**config.mk**
```make
export PLATFORM = sky130hd
export DESIGN_NAME = prog_clk_divider
export DESIGN_NICKNAME = d
export VERILOG_FILES = /design/src/rtl/clk_div_pkg.sv /design/src/rtl/prog_div_core.sv /design/src/rtl/prog_clk_divider.sv
export SDC_FILE = /design/constraint.sdc
export NUM_CORES = 1
export LEC_CHECK = 0
export ABC_CLOCK_PERIOD_IN_PS = 5880
export CORE_ASPECT_RATIO = 1.75
export CORE_MARGIN = 5
export CORE_UTILIZATION = 51
export CTS_CLUSTER_SIZE = 28
export DETAILED_ROUTE_END_ITERATION = 10
export GPL_TIMING_DRIVEN = 0
export HOLD_SLACK_MARGIN = 0.03
export PLACE_DENSITY = 0.76
export SLEW_MARGIN = 5
export SYNTH_ARGS = -nofsm -noshare
export SYNTH_HDL_FRONTEND = slang
export SYNTH_SLANG_ARGS = --single-unit
```
**constraint.sdc**
```tcl
create_clock -name clk_in -period 5.88 [get_ports clk_in]
set_clock_uncertainty 0.2 [all_clocks]
set_input_delay 1.47 -clock clk_in [delete_from_list [all_inputs] [get_ports clk_in]]
set_output_delay 1.47 -clock clk_in [all_outputs]
set_load 0.02 [all_outputs]
```
**src/rtl/clk_div_pkg.sv**
```systemverilog
// Shared types and helpers for the programmable clock divider.
package clk_div_pkg;

    localparam int unsigned DIV_MIN = 2;
    localparam int unsigned DIV_W   = 8;

    typedef logic [DIV_W-1:0] div_t;

    // Ratios below DIV_MIN cannot produce a high and a low phase, so they are raised.
    function automatic int unsigned clamp_div(input int unsigned value);
        return (value < DIV_MIN) ? DIV_MIN : value;
    endfunction

endpackage

```
**src/rtl/prog_div_core.sv**
```systemverilog
// Programmable divide-by-R counter with a glitch-free ratio-load handshake.
module prog_div_core
    import clk_div_pkg::*;
#(
    parameter int CNT_W       = 8,
    parameter int DEFAULT_DIV = 4
) (
    input  logic             clk_in,
    input  logic             rst,
    input  logic             en,
    input  logic             clr,
    input  logic [CNT_W-1:0] div_val,
    input  logic             div_load,
    output logic             div_busy,
    output logic             div_ack,
    output logic             div_clk,
    output logic             div_tick
);

    localparam logic [CNT_W-1:0] RESET_DIV = CNT_W'(clamp_div(DEFAULT_DIV));

    logic [CNT_W-1:0] cnt;
    logic [CNT_W-1:0] ratio_q;
    logic [CNT_W-1:0] pend;
    logic [CNT_W-1:0] cnt_next;
    logic             wrap;
    logic             apply;

    // A pending ratio is only swapped in at the period boundary, or at once while
    // counting is paused; a clear postpones it to the next real wrap.
    always_comb begin
        wrap     = (cnt == ratio_q - CNT_W'(1));
        cnt_next = wrap ? '0 : cnt + CNT_W'(1);
        apply    = div_busy && !clr && (!en || wrap);
    end

    // NOTE: every register here uses <= so all of them see the pre-edge values of
    // cnt, ratio_q and pend; mixing in blocking writes would make order matter.
    always_ff @(posedge clk_in or posedge rst) begin
        if (rst) begin
            cnt      <= '0;
            ratio_q  <= RESET_DIV;
            pend     <= RESET_DIV;
            div_busy <= 1'b0;
            div_ack  <= 1'b0;
            div_clk  <= 1'b0;
            div_tick <= 1'b0;
        end else begin
            div_ack  <= apply;
            div_busy <= div_load || (div_busy && !apply);
            if (div_load)
                pend <= CNT_W'(clamp_div(32'(div_val)));

            if (clr) begin
                cnt      <= '0;
                div_clk  <= 1'b0;
                div_tick <= 1'b0;
            end else begin
                div_tick <= en && (cnt_next == '0);
                if (en)
                    div_clk <= (cnt_next < (ratio_q >> 1));
                if (apply) begin
                    ratio_q <= pend;
                    cnt     <= '0;
                end else if (en) begin
                    cnt <= cnt_next;
                end
            end
        end
    end

endmodule

```
**src/rtl/prog_clk_divider.sv**
```systemverilog
// Synchronous binary tap divider plus programmable divide-by-R output.
// Optional synchronous clear input enabled by PROG_CLK_DIVIDER_SYNC_CLR_EN.
module prog_clk_divider
    import clk_div_pkg::*;
#(
    parameter int CNT_W       = 8,
    parameter int NUM_TAPS    = 4,
    parameter int DEFAULT_DIV = 4
) (
    input  logic                clk_in,
    input  logic                rst,
    input  logic                en,
`ifdef PROG_CLK_DIVIDER_SYNC_CLR_EN
    input  logic                clr,
`endif
    input  logic [CNT_W-1:0]    div_val,
    input  logic                div_load,
    output logic                div_busy,
    output logic                div_ack,
    output logic [NUM_TAPS-1:0] taps,
    output logic                div_clk,
    output logic                div_tick
);

    logic clr_int;

`ifdef PROG_CLK_DIVIDER_SYNC_CLR_EN
    assign clr_int = clr;
`else
    assign clr_int = 1'b0;
`endif

    // All taps come from one counter, so they switch on the same edge.
    always_ff @(posedge clk_in or posedge rst) begin
        if (rst)
            taps <= '0;
        else if (clr_int)
            taps <= '0;
        else if (en)
            taps <= taps + NUM_TAPS'(1);
    end

    prog_div_core #(
        .CNT_W       (CNT_W),
        .DEFAULT_DIV (DEFAULT_DIV)
    ) u_core (
        .clk_in   (clk_in),
        .rst      (rst),
        .en       (en),
        .clr      (clr_int),
        .div_val  (div_val),
        .div_load (div_load),
        .div_busy (div_busy),
        .div_ack  (div_ack),
        .div_clk  (div_clk),
        .div_tick (div_tick)
    );

endmodule

```
# --- Word-level counts from Yosys, hierarchy flattened ---
# Cells that the tools add are included.
totals:
  wordCells: 27
  register_bits: 32
  output_inout_bits: 8
classes:
  eq_ne: 1
  reduce_logical: 9
  mux: 4
  addsub: 3
  n_lt_le_gt_ge: 2
op_table:
  columns: ["operator", "count"]
  rows:
  - ["$mux 8", 4]
  - ["$add 8x1->8 const B", 1]
  - ["$eq 8x8->1", 1]
  - ["$logic_not 8->1", 1]
  - ["$lt 8x2->1 const B", 1]
  - ["$lt 8x7->1", 1]
  - ["$sub 8x1->8 const B", 1]
  - ["$add 4x1->4 const B", 1]
  - ["$logic_and 1x1->1", 3]
  - ["$logic_not 1->1", 2]
  - ["$logic_or 1x1->1", 2]
  - ["$reduce_bool 2->1", 1]

# --- Depth between registers and ports, before layout ---
# Gate-level depths: netlist of run 1.
logic_depth:
  ltp_word: 7
  mapped_depth: 14
  mapped_depth_nobuf: 14

# --- Cells and area by module ---
# A second synthesis of run 1 with hierarchy kept.
unflattened:
  cells_unflattened: 178
  area_unflattened_um2: 1923.1
modules_own_cells:
  columns: ["mod", "area_each_um2", "n_inst", "cells_each", "seq_area_each_um2"]
  rows:
  - ["prog_div_core", 1755.4, 1, 165, 703.2]
  - ["prog_clk_divider", 167.7, 1, 13, 100.1]

# --- Worst setup path before layout of run 1 ---
# No wires, ideal clock.
synth_timing:
  path_type: "register to register"
  from: "register u_core.ratio_q[0]"
  to: "register u_core.div_clk"
  arrival_ps: 2762
  required_time_ps: 5546
  stages_incl_launch_ff: 15
  setup_slack_ps: 2785
  setup_time_ps: 134
  n_path_buf: 0
  synth_period_minus_slack_ps: 3095
  path_cell_list: "dfrtp_1 inv_1 ha_1 nor3b_1 nor4b_1 o31ai_1 nor3_1 nor2b_1 ha_1 a21boi_0 o21ai_0 a21oi_1 nand2_1 a21oi_1 o22ai_1"
synth_between:
  elab_chain_cells: 4
synth_lines:
  columns: ["item", "line_no", "source"]
  rows:
  - ["start, declared", "prog_div_core.sv:23", "logic [CNT_W-1:0] ratio_q;"]
  - ["start signal, assigned", "prog_div_core.sv:63", "ratio_q <= pend;"]
  - ["$sub 8x1->8", "prog_div_core.sv:32", "wrap = (cnt == ratio_q - CNT_W'(1));"]
  - ["$eq 8x8->1", "prog_div_core.sv:32", null]
  - ["$mux 8", "prog_div_core.sv:33", "cnt_next = wrap ? '0 : cnt + CNT_W'(1);"]
  - ["$lt 8x7->1", "prog_div_core.sv:61", "div_clk <= (cnt_next < (ratio_q >> 1));"]
  - ["end signal, assigned", "prog_div_core.sv:61", null]
  - ["end, declared", "prog_div_core.sv:16", "output logic div_clk,"]
# Every way passes these cells.
# A chain may end at the register's enable or synchronous reset.

# --- Worst setup path after layout of run 1 ---
layout_timing:
  from: "register u_core.ratio_q[1]"
  to: "register u_core.div_clk"
layout_between:
  elab_chain_cells: 4
layout_lines:
  columns: ["item", "line_no"]
  rows:
  - ["$sub 8x1->8", "prog_div_core.sv:32"]
  - ["$eq 8x8->1", "prog_div_core.sv:32"]
  - ["$mux 8", "prog_div_core.sv:33"]
  - ["$lt 8x7->1 (*)", "prog_div_core.sv:61"]
# Every way passes the cells marked *; elsewhere a longest branch is shown, timed or not.

==> results.py, run 1 <==
metrics = {
    "yosys": {
        "syn_nets": 210,
        "synth_ff_type": "dfrtp_1",
        "async_reset_ff_share_pct": 100.0,
        "synth_edf_count": 0,
        "syn_avg_cell_area_um2": 9.950,
        "synthTopCellsByArea": "dfrtp_1 40%, ha_1 5.3%, xor2_1 4.6%",
        "synth_cell_type_count": 49,
        "synth_cells": 190,
        "synth_top_area_share_pct": 39.71,
        "ys_warn_count": 0,
        "synth.cell_area_um2": 1891,
        "ys_seq_area_share_pct": 42.49,
        "synth-seq-cells": 32,
        "yosys.area.top_type": "dfrtp_1",
    },
    "power": {
        "leakage_nw": 1.003,
        "power_density_nw_per_um2": 324.6,
        "power_mw": 0.7157,
        "irDropWorstVdd_v": 0.0002715,
    },
    "cts": {
        "path_clk_slew_ns": 0.07,
        "cts_buffer_depth": 2,
        "h-tree-depth": 2,
        "cts_setup_buffers": 0,
        "cts.sinks": 32,
        "insertion_delay_ns": 0.28,
        "ctsRootBufferMaster": "clkbuf_8",
        "cts_resized": 0,
        "numCtsBuffers": 5,
        "cts_tree": "yes",
        "hold_buffers": 0,
    },
    "final_layout": {
        "fillCellCount": 308,
        "drive_gt1_share_pct": 11.63,
        "final_common_cell": "dfrtp_1",
        "antenna-diode-count": 0,
        "nNetsFinal": 235,
        "final_cell_mix": "30 x dfrtp_1, 18 x clkdlybuf4s50_1, 11 x inv_1, 10 x xor2_1",
        "syn_to_final_growth_pct": 16.61,
    },
    "place": {
        "place_hpwl_um": 3239,
        "portBuffers": 18,
        "gp_congestion": 0.9327,
    },
    "sta": {
        "period_needed_ns": 3.762,
        "setup_tns_ns": 0,
        "maxSlewViolCount": 0,
        "finalHoldViolations": 0,
        "tightest_slew_ns": 1.125,
        "max-slew-margin-rel_pct": 24.53,
        "rsz0062_at_grt": "no",
        "fin_crit_sh_pct": 63.98,
        "max_freq_mhz": 265.8,
        "setup_violations": 0,
    },
    "global_routing": {
        "grt_pass1_wl_um": 7279,
        "antenna_found_initial": 0,
        "overflow": 0,
        "grtUsageTotal_pct": 18.01,
        "grt_start_max_net_pins": 33,
        "grt_pass1_vias": 1618,
    },
    "outcome": {
        "outcome": "completed",
    },
    "worst_hold_path": {
        "min_from": "taps[3]",
        "hp-class": "reg -> reg",
    },
    "die": {
        "rows": 29,
        "io_pins": 20,
        "fp.dieH_um": 90.54,
        "initial_core_util_pct": 52.63,
        "core-area_um2": 3592,
        "die_w_um": 56.03,
        "die_area_um2": 5073,
    },
    "route": {
        "vias_per_cell": 5.862,
        "post_drt_wl_per_cell_um": 16.38,
        "vias": 1530,
        "routed_wirelength_um": 4276,
        "drc": 0,
        "first_pass_iters": 4,
        "drtIter0Drc": 60,
        "ant_nets": 0,
    },
    "worst_setup_path": {
        "cp.arrival_ns": 3.71,
        "reg2reg_from": "u_core.ratio_q[1]",
        "critical_path.cell_chain": "inv_1 -> ha_1 -> nor3b_1 -> nor4b_1 -> o31ai_1 -> nor3_1 -> nor2b_1 -> ha_1 -> a21boi_0 -> o21ai_0 -> a21oi_1 -> nand2_1 -> a21oi_1 -> o22ai_1",
        "required_ns": 5.83,
        "worstSetupStartpoint": "u_core.ratio_q[1]",
        "critPathKind": "reg -> reg",
        "endpoint_kind": "register",
        "max_stage_delay_ns": 0.48,
        "start_kind": "register",
        "cp_slowest_cell": "nor3_1",
        "cp_max_fo": 5,
    },
    "run": {
        "max-cap-violations": 0,
    },
}
==> registers in the layout, indices dropped and copies added (netlist names) <==
name             flops
u_core.cnt           8
u_core.pend          8
u_core.ratio_q       8
taps                 4
u_core.div_ack       1
u_core.div_busy      1
u_core.div_clk       1
u_core.div_tick      1
==> cell families (layout without fill, tap and decap cells) <==
kind of cell	after synthesis	in the layout	synth area share, %
compound gates	43	43	16.02
xor+xnor	17	17	8.603
fa+ha+maj	8	8	5.295
buf+inv	23	48	5.294
flops	32	32	42.49
mux	8	8	4.699
simple gates	59	59	17.60
==> through the flow <==
| stage | area [um^2] | setup slack (ns) | std cells | util, % | hold WS [ns] |
|---|---|---|---|---|---|
| 6_report | 2205 | 2.118 | 261 | 61.37 | 0.2684 |
| 3_5_place_dp | 2128 | 2.087 | 254 | 59.25 | 0.2631 |
| 2_1_floorplan | 1891 | 2.785 | 190 | - | 0.2526 |
| 3_3_place_gp | 2128 | 2.185 | 254 | 59.25 | 0.2595 |
| 4_1_cts | 2205 | 2.084 | 261 | 61.37 | 0.2753 |
| 5_1_grt | 2205 | 1.633 | 261 | 61.37 | 0.2958 |
==> power by group <==
| group | internal (mW) | total (mW) | leakage [nW] | switching (mW) |
|---|---|---|---|---|
| registers | 0.261 | 0.300 | 0.392 | 0.0389 |
| logic | 0.127 | 0.260 | 0.573 | 0.133 |
| clock network | 0.0813 | 0.156 | 0.0383 | 0.0745 |
| total | 0.469 | 0.716 | 1.00 | 0.247 |
==> path summary, 6_finish.rpt <==
kind	endpoint	cells after the start	slack (ns)
min reg2reg	taps[3]	1	0.27
min	taps[3]	1	0.27
max reg2reg	u_core.div_clk	14	2.12
max	u_core.div_clk	14	2.12
max in group asynchronous	u_core.div_ack	2	3.52
min in group asynchronous	u_core.cnt[7]	2	1.44
==> synth_stat cells, drive strengths merged (3+ instances only) <==
cell type / instances
nand2b: 4
nand4: 3
o21ai: 12
nand3: 9
dfrtp: 30
nor2b: 4
clkbuf: 5
ha: 8
a21o: 7
inv: 12
buf: 6
nand2: 9
o22ai: 4
xor2: 10
a22o: 3
a21oi: 4
xnor2: 6
mux2: 7
nor3: 6
nor2: 8
==> worst max-delay path, delay by kind of cell (launching register included) <==
family | cells | cell delay, ns
flip-flops | 1 | 0.41
AND/OR/NAND/NOR | 5 | 1.39
AO/OA/AOI/OAI | 6 | 1.02
buffers and inverters | 1 | 0.11
adder cells (fa/ha/maj) | 2 | 0.49
==> routing by layer <==
metal / vias to the layer above / GRT usage, % / part of all wire, %
met5: - / 0 / 0
met4: 0 / 9.703 / 3.3
met3: 12 / 2.432 / 3.0
met2: 46 / 33.98 / 56
met1: 738 / 18.34 / 38
li1: 734 / - / -
==> layout make-up <==
class,count,area [um^2],share of cell area [%]
plain buffers,11,55.05,2.497
clock buffers,7,76.32,3.462
inverters,12,45.04,2.043
multi-input cells,135,987.2,44.78
flip-flops and latches,32,803.3,36.44
well taps,46,57.56,2.611
repair buffers,18,180.2,8.173
Note: power is estimated with default switching activity, not from simulation.
==> run 2: changes to the inputs <==
--- a/config.mk
+++ b/config.mk
@@ -5,7 +5,7 @@
 export SDC_FILE = /design/constraint.sdc
 export NUM_CORES = 1
 export LEC_CHECK = 0
-export ABC_CLOCK_PERIOD_IN_PS = 5880
+export ABC_CLOCK_PERIOD_IN_PS = 3910
 export CORE_ASPECT_RATIO = 1.75
 export CORE_MARGIN = 5
 export CORE_UTILIZATION = 51
==> constraint.sdc (replaced) <==
create_clock -name clk_in -period 3.91 [get_ports clk_in]
set_clock_uncertainty 0.2 [all_clocks]
set_input_delay 0.9775 -clock clk_in [delete_from_list [all_inputs] [get_ports clk_in]]
set_output_delay 0.9775 -clock clk_in [all_outputs]
set_load 0.02 [all_outputs]
==> results.py, run 2 (synthesis gave the netlist of run 1 again) <==
metrics = {
    "outcome": {
        "outcome": "completed",
    },
    "worst_setup_path": {
        "critical_path.cell_chain": "inv_1 -> ha_1 -> nor3b_1 -> nor4b_2 -> o31ai_1 -> nor3_2 -> nor2b_1 -> ha_1 -> a21boi_0 -> o21ai_0 -> a21oi_1 -> nand2_1 -> a21oi_1 -> o22ai_1",
        "cp_slowest_cell": "dfrtp_1",
        "critPathKind": "reg -> reg",
        "cp.arrival_ns": 3.45,
        "required_ns": 3.86,
        "cp_max_fo": 5,
        "endpoint_kind": "register",
        "max_stage_delay_ns": 0.41,
        "start_kind": "register",
    },
    "power": {
        "power_mw": 1.080,
        "pwr-share-comb_pct": 36.5,
        "p_seq_share_pct": 41.8,
        "leakage_nw": 1.004,
        "internal-power_mw": 0.7057,
        "power_density_nw_per_um2": 487.5,
        "swShare_pct": 34.67,
        "p_sw_mw": 0.3745,
        "clkPwrFrac_pct": 21.7,
        "irDropWorstVdd_v": 0.0004097,
    },
    "route": {
        "drc": 0,
        "first_pass_iters": 4,
        "topRoutingLayerUsed": "met4",
        "routed-wl-met3_um": 124,
        "drtIter0Drc": 36,
        "vias_per_cell": 5.847,
        "dr_wl_met2_um": 2411,
        "ant_nets": 0,
        "post_drt_wl_per_cell_um": 16.49,
        "vias": 1526,
        "drt-met1-wl_um": 1627,
        "routed_wirelength_um": 4304,
    },
    "final_layout": {
        "reg_top3": "u_core.cnt x8, u_core.pend x8, u_core.ratio_q x8",
        "fin_util_pct": 61.69,
        "syn_to_final_growth_pct": 17.21,
        "stdcell_count": 261,
        "post-route-cell-area_um2": 2216,
        "nNetsFinal": 235,
        "fillCellCount": 308,
        "final_common_cell": "dfrtp_1",
        "antenna-diode-count": 0,
        "final_cell_mix": "30 x dfrtp_1, 18 x clkdlybuf4s50_1, 11 x inv_1, 10 x xor2_1",
        "drive_gt1_share_pct": 12.56,
    },
    "cts": {
        "path_clk_slew_ns": 0.07,
        "cts.sinks": 32,
        "cts_buffer_depth": 2,
        "cts_setup_buffers": 0,
        "numCtsBuffers": 5,
        "ctsRootBufferMaster": "clkbuf_8",
        "cts_tree": "yes",
        "h-tree-depth": 2,
        "insertion_delay_ns": 0.28,
    },
    "die": {
        "io_pins": 20,
        "die_area_um2": 5073,
        "initial_core_util_pct": 52.63,
        "die_w_um": 56.03,
        "core-area_um2": 3592,
        "fp.dieH_um": 90.54,
        "rows": 29,
    },
    "global_routing": {
        "grt_start_max_net_pins": 33,
        "grt_pass1_vias": 1618,
        "antenna_found_initial": 0,
        "overflow": 0,
        "grtUsageTotal_pct": 18.01,
        "grt_pass1_wl_um": 7279,
    },
    "sta": {
        "finalWorstSetupSlack_ns": 0.4078,
        "period_needed_ns": 3.502,
        "setup_violations": 0,
        "fin_crit_sh_pct": 89.57,
        "finalHoldViolations": 0,
        "setup_tns_ns": 0,
        "tightest_slew_ns": 1.121,
        "max-slew-margin-rel_pct": 24.79,
        "rsz0062_at_grt": "no",
        "max_freq_mhz": 285.5,
        "maxSlewViolCount": 0,
        "hold_slack_ns": 0.2683,
    },
    "place": {
        "dp_cells": 254,
        "place_hpwl_um": 3239,
        "place_area_um2": 2128,
        "gp_congestion": 0.9327,
        "dp_slack_ns": 0.1169,
        "portBuffers": 18,
    },
    "worst_hold_path": {
        "hp-class": "reg -> reg",
    },
    "run": {
        "max-cap-violations": 0,
    },
}
-- run 2: power by group through the flow --
stage | Clock, mW | Combinational [mW] | Sequential (mW)
final | 0.234 | 0.394 | 0.452
after global routing | 0.256 | 0.433 | 0.461
after CTS | 0.239 | 0.396 | 0.451
after detailed placement | 0 | 0.393 | 0.456
after global placement | 0 | 0.377 | 0.452
after floorplan | 0 | 0.236 | 0.477
-- run 2: what timing repair did --
| item | CTS | global route |
|---|---|---|
| hold buffers | 0 | 0 |
| endpoints found under the setup margin | 0 | 1 |
| gates resized for setup | 0 | 2 |
-- run 2: worst max-delay path: cells and delay by family, from the launching register on --
kind	cells	cell delay [ns]
AND/OR/NAND/NOR	5	1.14
AO/OA/AOI/OAI	6	1.01
adder cells (fa/ha/maj)	2	0.49
flip-flops	1	0.41
buffers and inverters	1	0.11
-- run 2: final cells by class --
cell class | count | area, um^2 | share of cell area [%]
Clock buffer | 7 | 76.32 | 3.444
Multi-Input combinational cell | 135 | 998.5 | 45.06
Buffer | 11 | 55.05 | 2.484
Inverter | 12 | 45.04 | 2.033
Timing Repair Buffer | 18 | 180.2 | 8.131
Sequential cell | 32 | 803.3 | 36.25
Tap cell | 46 | 57.56 | 2.597
-- run 2: final timing paths --
kind	start	to	slack, ns	cells after the start
max in group asynchronous	rst	u_core.div_ack	2.04	2
max reg2reg	u_core.ratio_q[1]	u_core.div_clk	0.41	14
min reg2reg	taps[3]	taps[3]	0.27	1
min	taps[3]	taps[3]	0.27	1
min in group asynchronous	rst	u_core.cnt[7]	0.95	2
max	u_core.ratio_q[1]	u_core.div_clk	0.41	14
-- run 2: layer usage --
| layer | global-route usage (%) | vias up |
|---|---|---|
| li1 | - | 734 |
| met1 | 18.34 | 739 |
| met2 | 33.98 | 41 |
| met3 | 2.432 | 12 |
| met4 | 9.703 | 0 |
| met5 | 0 | - |
==> run 3: changes to the inputs <==
--- a/config.mk
+++ b/config.mk
@@ -11,7 +11,6 @@
 export CORE_UTILIZATION = 51
 export CTS_CLUSTER_SIZE = 28
 export DETAILED_ROUTE_END_ITERATION = 10
-export GPL_TIMING_DRIVEN = 0
 export HOLD_SLACK_MARGIN = 0.03
 export PLACE_DENSITY = 0.76
 export SLEW_MARGIN = 5
==> results.py, run 3 (synthesis gave the netlist of run 1 again) <==
metrics = {
    "worst_setup_path": {
        "critical_path.cell_chain": "inv_1 -> ha_1 -> nor3b_1 -> nor4b_1 -> o31ai_1 -> nor3_1 -> buf_4 -> nor2b_1 -> ha_1 -> a21boi_0 -> o21ai_0 -> a21oi_1 -> nand2_1 -> a21oi_1 -> o22ai_1",
        "r2r_cells": 15,
        "r2r_slack_ns": 0.44,
        "cp.arrival_ns": 3.43,
        "endpoint_kind": "register",
        "required_ns": 3.87,
        "reg2reg_from": "u_core.ratio_q[1]",
        "r2r_end": "u_core.div_clk",
        "cp_max_fo": 5,
        "critPathKind": "reg -> reg",
        "start_kind": "register",
        "cp_slowest_cell": "dfrtp_1",
        "max_stage_delay_ns": 0.41,
    },
    "cts": {
        "ctsRootBufferMaster": "clkbuf_8",
        "insertion_delay_ns": 0.29,
        "cts_buffer_depth": 2,
        "cts_setup_buffers": 0,
        "cts.sinks": 32,
        "path_clk_slew_ns": 0.08,
        "hold_buffers": 0,
        "cts_resized": 0,
        "h-tree-depth": 2,
        "cts_tree": "yes",
        "numCtsBuffers": 5,
    },
    "final_layout": {
        "drive_gt1_share_pct": 11.06,
        "reg_top3": "u_core.cnt x8, u_core.pend x8, u_core.ratio_q x8",
        "post-route-cell-area_um2": 2183,
        "fin_util_pct": 60.78,
        "final_common_cell": "dfrtp_1",
        "antenna-diode-count": 0,
        "nNetsFinal": 227,
        "final_cell_mix": "30 x dfrtp_1, 19 x clkdlybuf4s50_1, 12 x inv_1, 10 x xor2_1",
        "syn_to_final_growth_pct": 15.49,
    },
    "global_routing": {
        "grtUsageMet1_pct": 18.84,
        "overflow": 0,
        "grtUsageTotal_pct": 18.08,
        "grtUsageMet2_pct": 32.42,
        "grt_pass1_vias": 1507,
        "use_met3_pct": 3.147,
        "grt_busiest_layer": "met2",
        "grt_pass1_wl_um": 7203,
        "antenna_found_initial": 0,
        "grt_start_max_net_pins": 33,
    },
    "sta": {
        "fin_crit_sh_pct": 88.76,
        "tightest_slew_ns": 1.026,
        "setup_violations": 0,
        "finalWorstSetupSlack_ns": 0.4396,
        "rsz0062_at_grt": "no",
        "finalHoldViolations": 0,
        "max-slew-margin-rel_pct": 31.18,
        "period_needed_ns": 3.470,
        "maxSlewViolCount": 0,
        "max_freq_mhz": 288.2,
        "setup_tns_ns": 0,
    },
    "route": {
        "routed_wirelength_um": 4290,
        "ant_nets": 0,
        "first_pass_iters": 4,
        "post_drt_wl_per_cell_um": 16.89,
        "drc": 0,
        "drtIter0Drc": 43,
        "vias": 1497,
        "vias_per_cell": 5.894,
    },
    "power": {
        "p_sw_mw": 0.3834,
        "irDropWorstVdd_v": 0.0003711,
        "power_density_nw_per_um2": 497.5,
        "pwr-share-comb_pct": 34.4,
        "leakage_nw": 0.9860,
        "p_seq_share_pct": 42.5,
        "swShare_pct": 35.30,
        "clkPwrFrac_pct": 23.1,
        "internal-power_mw": 0.7029,
    },
    "die": {
        "core-area_um2": 3592,
        "rows": 29,
        "fp.dieH_um": 90.54,
        "initial_core_util_pct": 52.63,
        "die_w_um": 56.03,
        "io_pins": 20,
        "die_area_um2": 5073,
    },
    "place": {
        "portBuffers": 19,
        "place_hpwl_um": 3288,
        "gp_congestion": 0.9124,
        "place_area_um2": 2098,
        "dp_slack_ns": 0.5761,
    },
    "worst_hold_path": {
        "min_from": "u_core.pend[2]",
        "min_path_cells": 2,
        "hp-class": "reg -> reg",
        "min_to": "u_core.ratio_q[2]",
    },
    "outcome": {
        "outcome": "completed",
    },
    "run": {
        "max-cap-violations": 0,
    },
}
run 3: cell types whose count changed in the layout (fill, tap and decap cells not counted):
| cell | delta |
|---|---|
| buf_2 | -5 |
| buf_4 | +2 |
| buf_6 | -1 |
| clkbuf_1 | -6 |
| clkdlybuf4s50_1 | +1 |
| clkinv_1 | -1 |
| clkinv_2 | +1 |
| clkinvlp_4 | +1 |
| inv_1 | +1 |
| nor3_1 | +1 |
| nor3_2 | -1 |
| nor4b_1 | +1 |
| nor4b_2 | -1 |
run 3: worst max-delay path by stage:
stage                            from             end  slack, ns  cells after the start
floorplan           u_core.ratio_q[0]  u_core.div_clk       0.81                     14
CTS                 u_core.ratio_q[1]  u_core.div_clk       0.53                     15
detailed placement  u_core.ratio_q[1]  u_core.div_clk       0.58                     15
finish              u_core.ratio_q[1]  u_core.div_clk       0.44                     15
global placement    u_core.ratio_q[1]  u_core.div_clk       0.72                     15
global route        u_core.ratio_q[0]  u_core.div_clk       0.06                     15
run 3: final cells by class:
cell class	instances	area [um^2]
Timing Repair Buffer	21	205.2
Fill cell	309	1409
Multi-Input combinational cell	135	987.2
Sequential cell	32	803.3
Clock inverter	2	12.51
Inverter	12	45.04
Tap cell	46	57.56
Clock buffer	6	72.57
run 3: power by group through the flow:
stage	combinational, mW	clock, mW	sequential, mW
floorplan	0.236	0	0.477
global placement	0.363	0	0.462
detailed placement	0.372	0	0.467
CTS	0.375	0.256	0.460
global route	0.413	0.269	0.471
finish	0.373	0.251	0.462
run 3: stage by stage:
| step | std cells | hold WS, ns | power (mW) |
|---|---|---|---|
| 4_1_cts | 254 | 0.2824 | 1.091 |
| 6_report | 254 | 0.2805 | 1.086 |
| 3_3_place_gp | 246 | 0.2587 | 0.8248 |
| 3_5_place_dp | 246 | 0.2710 | 0.8388 |
| 2_1_floorplan | 190 | 0.2526 | 0.7132 |
| 5_1_grt | 254 | 0.2917 | 1.153 |
run 3: per-layer routing:
| layer | routed length [um] | share of wire, % |
|---|---|---|
| met5 | 0 | 0 |
| met4 | 241 | 5.6 |
| met3 | 153 | 3.6 |
| met2 | 2264 | 53 |
| met1 | 1630 | 38 |
run 3: critical path: cells and delay by family, from the launching register on:
kind                     cells  cell delay (ns)
adder cells (fa/ha/maj)      2             0.45
buffers and inverters        2             0.28
AO/OA/AOI/OAI                6             0.97
flip-flops                   1             0.41
AND/OR/NAND/NOR              5             1.04
